<file path="src/rtl/demux_vc_param.sv">
// demux_vc_param: virtual-channel demultiplexer sitting between the input
// FIFO pop stage and the per-VC FIFOs. The top VC_SEL_W bits of each word
// select the VC. A blocked VC parks the word in a one-entry hold register,
// and upstream stalls until that word drains. Ids >= NUM_VC are dropped and
// raise a sticky err_vc.
// Optional: define VC_COUNT_EN to build saturating per-VC push counters;
// otherwise push_count is tied to zero.

// Per-VC output lane: registered push strobe and data slice, plus the
// optional push counter.
module demux_vc_lane #(
  parameter int DATA_WIDTH = 6,
  parameter int CNT_WIDTH  = 8
) (
  input  logic                  clk,
  input  logic                  reset,
  input  logic                  sel,
  input  logic [DATA_WIDTH-1:0] word,
  output logic                  push,
  output logic [DATA_WIDTH-1:0] data,
  output logic [CNT_WIDTH-1:0]  count
);

  // single-cycle strobe; the data slice is zero whenever it is not pushed
  always_ff @(posedge clk or negedge reset) begin
    if (!reset) begin
      push <= 1'b0;
      data <= '0;
    end else begin
      push <= sel;
      data <= sel ? word : '0;
    end
  end

`ifdef VC_COUNT_EN
  // count registered pushes, stick at all-ones
  always_ff @(posedge clk or negedge reset) begin
    if (!reset)                   count <= '0;
    else if (push && count != '1) count <= count + CNT_WIDTH'(1);
  end
`else
  assign count = '0;
`endif

endmodule

module demux_vc_param #(
  parameter int DATA_WIDTH = 6,
  parameter int NUM_VC     = 2,
  parameter int CNT_WIDTH  = 8
) (
  input  logic                           clk,
  input  logic                           reset,
  input  logic [DATA_WIDTH-1:0]          data_in,
  input  logic                           valid_in,
  output logic                           ready_out,
  input  logic [NUM_VC-1:0]              vc_full,
  output logic [NUM_VC*DATA_WIDTH-1:0]   data_out,
  output logic [NUM_VC-1:0]              push,
  output logic                           err_vc,
  output logic [NUM_VC*CNT_WIDTH-1:0]    push_count
);

  localparam int VC_SEL_W = $clog2(NUM_VC);

  typedef struct packed {
    logic                  vld;
    logic [DATA_WIDTH-1:0] data;
  } hold_t;

  hold_t                  hold;
  logic [VC_SEL_W-1:0]    vc_id, hold_vc;
  logic [NUM_VC-1:0]      in_hit, hold_hit, issue_sel;
  logic                   accept, in_range, full_in, full_hold;
  logic                   release_hold, direct, park;
  logic [DATA_WIDTH-1:0]  issue_word;

  assign vc_id   = data_in[DATA_WIDTH-1 -: VC_SEL_W];
  assign hold_vc = hold.data[DATA_WIDTH-1 -: VC_SEL_W];

  // One-hot decode of both ids. An out-of-range id decodes to all zeros,
  // so it never indexes vc_full past NUM_VC.
  for (genvar g = 0; g < NUM_VC; g++) begin : g_dec
    assign in_hit[g]   = (vc_id   == VC_SEL_W'(g));
    assign hold_hit[g] = (hold_vc == VC_SEL_W'(g));
  end

  assign in_range  = |in_hit;
  assign full_in   = |(in_hit & vc_full);
  assign full_hold = |(hold_hit & vc_full);

  // A held word blocks all new input, which keeps ordering strict.
  assign ready_out    = !hold.vld;
  assign accept       = valid_in && ready_out;
  assign release_hold = hold.vld && !full_hold;
  assign direct       = accept && in_range && !full_in;
  assign park         = accept && in_range && full_in;

  assign issue_sel  = release_hold ? hold_hit : (direct ? in_hit : '0);
  assign issue_word = release_hold ? hold.data : data_in;

  // hold register: park on a blocked VC, drain when that VC frees up
  always_ff @(posedge clk or negedge reset) begin
    if (!reset) begin
      hold <= '0;
    end else if (release_hold) begin
      hold.vld <= 1'b0;
    end else if (park) begin
      hold.vld  <= 1'b1;
      hold.data <= data_in;
    end
  end

  // sticky flag for words whose id has no matching VC
  always_ff @(posedge clk or negedge reset) begin
    if (!reset)                    err_vc <= 1'b0;
    else if (accept && !in_range)  err_vc <= 1'b1;
  end

  for (genvar g = 0; g < NUM_VC; g++) begin : g_lane
    demux_vc_lane #(
      .DATA_WIDTH (DATA_WIDTH),
      .CNT_WIDTH  (CNT_WIDTH)
    ) u_lane (
      .clk   (clk),
      .reset (reset),
      .sel   (issue_sel[g]),
      .word  (issue_word),
      .push  (push[g]),
      .data  (data_out[g*DATA_WIDTH +: DATA_WIDTH]),
      .count (push_count[g*CNT_WIDTH +: CNT_WIDTH])
    );
  end

endmodule

</file>
<file path="config.mk">
export PLATFORM = sky130hd
export DESIGN_NAME = demux_vc_param
export DESIGN_NICKNAME = d
export VERILOG_FILES = /design/src/rtl/demux_vc_param.sv
export SDC_FILE = /design/constraint.sdc
export NUM_CORES = 1
export LEC_CHECK = 0
export CAP_MARGIN = 40
export CELL_PAD_IN_SITES_DETAIL_PLACEMENT = 1
export CELL_PAD_IN_SITES_GLOBAL_PLACEMENT = 1
export CORE_UTILIZATION = 30
export CTS_CLUSTER_SIZE = 24
export DETAILED_ROUTE_END_ITERATION = 16
export DONT_BUFFER_PORTS = 1
export PLACE_DENSITY_LB_ADDON = 0.12
export SYNTH_ARGS = -nofsm -noshare
export SYNTH_HDL_FRONTEND = slang
export SYNTH_HIERARCHICAL = 1
export SYNTH_SLANG_ARGS = --single-unit
</file>
<file path="constraint.sdc">
create_clock -name clk -period 3.1 [get_ports clk]
set_input_delay 0.465 -clock clk [delete_from_list [all_inputs] [get_ports clk]]
set_output_delay 0.465 -clock clk [all_outputs]
set_load 0.005 [all_outputs]
</file>
==> flow_summary.json <==
{
  "clockRootBuffer": "clkbuf_4",
  "fmax_mhz": 680,
  "grt_util_all_layers_pct": 9.83,
  "port_buffers": 0,
  "ant_nets": 0,
  "syn_to_final_growth_pct": 3.25,
  "num_vias": 508,
  "clock_path_buffers": 2,
  "synth_seq_cells": 21,
  "synth_cells": 81,
  "fin_crit_sh_pct": 47.5,
  "numCtsBuffers": 3,
  "holdPathEnd": "g_lane[0].u_lane/push$_DFF_PN0_",
  "synthTopCellsByCount": "dfrtp_1 (21), buf_4 (17), and2_1 (12)",
  "grt_pass1_vias": 515,
  "async_flop_share_pct": 100,
  "routed_wl_mm": 1.50,
  "cp-start-kind": "flop",
  "layout-drive-gt1-share_pct": 19.0,
  "start_util_pct": 31.6,
  "synth.distinct_cells": 16,
  "ys.warnings.count": 6,
  "worstSetupPathType": "reg2reg",
  "dieArea_um2": 3440,
  "cts_tree": "built",
  "outcome": "finished, final reports clean",
  "setup_tns_ns": 0,
  "overflow": 0,
  "first_pass_iters": 2,
  "ctsResizeCount": 0,
  "synth.top_cell.area_share_pct": 54.5,
  "leakage_nw": 0.480,
  "cap_violations": 0,
  "ys.flop_type": "dfrtp_1",
  "seq_area_frac_synth_pct": 54.5,
  "ff2ff_path_depth": 4,
  "diodes": 0,
  "synth_area_um2": 963,
  "reg2reg_setup_slack_ns": 1.63,
  "required_ns": 3.29,
  "finClkSkew_ns": 0.00455,
  "hold_viol_final": 0,
  "critPathCaptureType": "flop",
  "die_h_um": 58.7,
  "ios": 43,
  "gp_congestion": 0.821,
  "syn_avg_cell_area_um2": 11.9,
  "antenna_found_initial": 0,
  "h-tree-depth": 1,
  "grt_max_degree": 22,
  "rsz0062_at_grt": "false",
  "hold_path_class": "in2reg",
  "drcViolationCount": 0,
  "slew_viol_final": 0,
  "period_minus_slack_ns": 1.47,
  "hold_slack_ns": 0.297,
  "synth_edf_count": 0,
  "synth_top_cell_by_area": "dfrtp_1",
  "synth_area_leaders": "dfrtp_1 (55%), buf_4 (13%), mux2_2 (13%)",
  "nets": 96,
  "grt_first_pass_wirelength_mm": 2.43,
  "timing.rr.end": "g_lane[0].u_lane/data[0]$_DFF_PN0_",
  "crit_fanout": 5,
  "coreArea_um2": 3050,
  "path_clk_slew_ns": 0.11,
  "ir_drop_uv": 123,
  "powerDensity_nw_per_um2": 585,
  "cts.sinks": 21,
  "n_fill_cell": 363,
  "drtIter0Drc": 3,
  "rr_startpoint": "hold[5]$_DFFE_PN0P_",
  "wl_per_cell_um": 11.8,
  "via_per_inst": 3.97,
  "postCtsSetupRepairBufs": 0,
  "die_w_um": 58.7,
  "cp_data_arrival_time_ns": 1.66,
  "num_rows": 20,
  "hold_depth": 1,
  "setup_viol": 0,
  "synth.most_common_cell": "dfrtp_1",
  "clk_latency_ns": 0.29,
  "hold_start": "vc_full[0]"
}
==> area by class of cell <==
type / instances / area, µm² / share of cell area (%)
clock buffer: 4 / 26.3 / 2.64
inverter: 3 / 11.3 / 1.13
tap: 44 / 55.1 / 5.53
timing repair buffer: 2 / 25.0 / 2.52
sequential: 21 / 526 / 52.8
multi-input combinational: 54 / 352 / 35.3
==> stage by stage <==
stage	cell area [µm²]	utilization (%)	power (mW)	setup WS, ns	instances
after floorplan	1020	-	0.449	1.79	95
after global placement	943	30.9	0.455	1.63	122
after detailed placement	943	30.9	0.458	1.63	122
after CTS	980	32.1	0.595	1.62	127
after global routing	995	32.6	0.624	1.52	128
final	995	32.6	0.582	1.63	128
==> metal layers <==
layer | vias up | wire length, µm | global-route usage [%] | share of wire, %
li1 | 231 | - | - | -
met1 | 244 | 602 | 11.3 | 40
met2 | 31 | 757 | 16.4 | 50
met3 | 2 | 129 | 2.42 | 8.6
met4 | 0 | 15 | 6.12 | 1.0
met5 | - | 0 | 0 | 0
==> sequential cells by signal, indices dropped and copies added, names as in the netlist <==
signal	cells
hold	7
g_lane.u_lane/push	2
g_lane.u_lane/data	12
==> worst max-delay path: stages, from the launching register on <==
cell     delay, ns
dfrtp_1       0.41
mux2i_1       0.26
nand2_1       0.20
mux2_2        0.34
and2_1        0.16
==> worst max-delay path by stage <==
stage	startpoint	endpoint	cells after the start
4_1_cts	hold[5]$_DFFE_PN0P_	g_lane[0].u_lane/data[0]$_DFF_PN0_	4
6_report	hold[5]$_DFFE_PN0P_	g_lane[0].u_lane/data[0]$_DFF_PN0_	4
3_5_place_dp	vc_full[1]	g_lane[0].u_lane/data[0]$_DFF_PN0_	4
5_1_grt	hold[5]$_DFFE_PN0P_	g_lane[0].u_lane/data[4]$_DFF_PN0_	4
2_1_floorplan	vc_full[1]	g_lane[0].u_lane/data[0]$_DFF_PN0_	4
3_3_place_gp	vc_full[1]	g_lane[0].u_lane/data[0]$_DFF_PN0_	4
==> report_power, final <==
group / total, mW / switching [mW] / internal, mW
clock network: 0.124 / 0.0745 / 0.0500
registers: 0.347 / 0.0269 / 0.320
logic: 0.110 / 0.0539 / 0.0561
==> logic make-up (layout without fill, tap and decap cells) <==
| logic type | Yosys count | count (layout) | synth area share [%] |
|---|---|---|---|
| flops | 21 | 21 | 54.5 |
| compound gates | 6 | 6 | 3.64 |
| mux | 13 | 13 | 14.9 |
| simple gates | 18 | 18 | 11.3 |
| other cells | 3 | 17 | 1.17 |
| buf+inv | 20 | 9 | 14.4 |
==> layout by cell type, fill, tap and decap left out <==
master	instances
buf_8	1
inv_1	3
and2_1	12
a21oi_1	2
dfrtp_1	21
dlygate4sd3_1	1
a2bb2oi_1	1
o21ai_0	2
clkbuf_1	1
nand2b_1	1
mux2i_1	2
mux2_2	11
clkbuf_4	3
o22ai_1	1
conb_1	17
nand2_1	2
nand3_1	1
nor2_4	1
nor2_1	1
==> what timing repair did <==
action | 4_1_cts | 5_1_grt
endpoints found under the hold margin | 21 | 0
endpoints found under the setup margin | 0 | 0
hold buffers | 1 | 0
No activity file was read; power rests on OpenSTA's default activity.
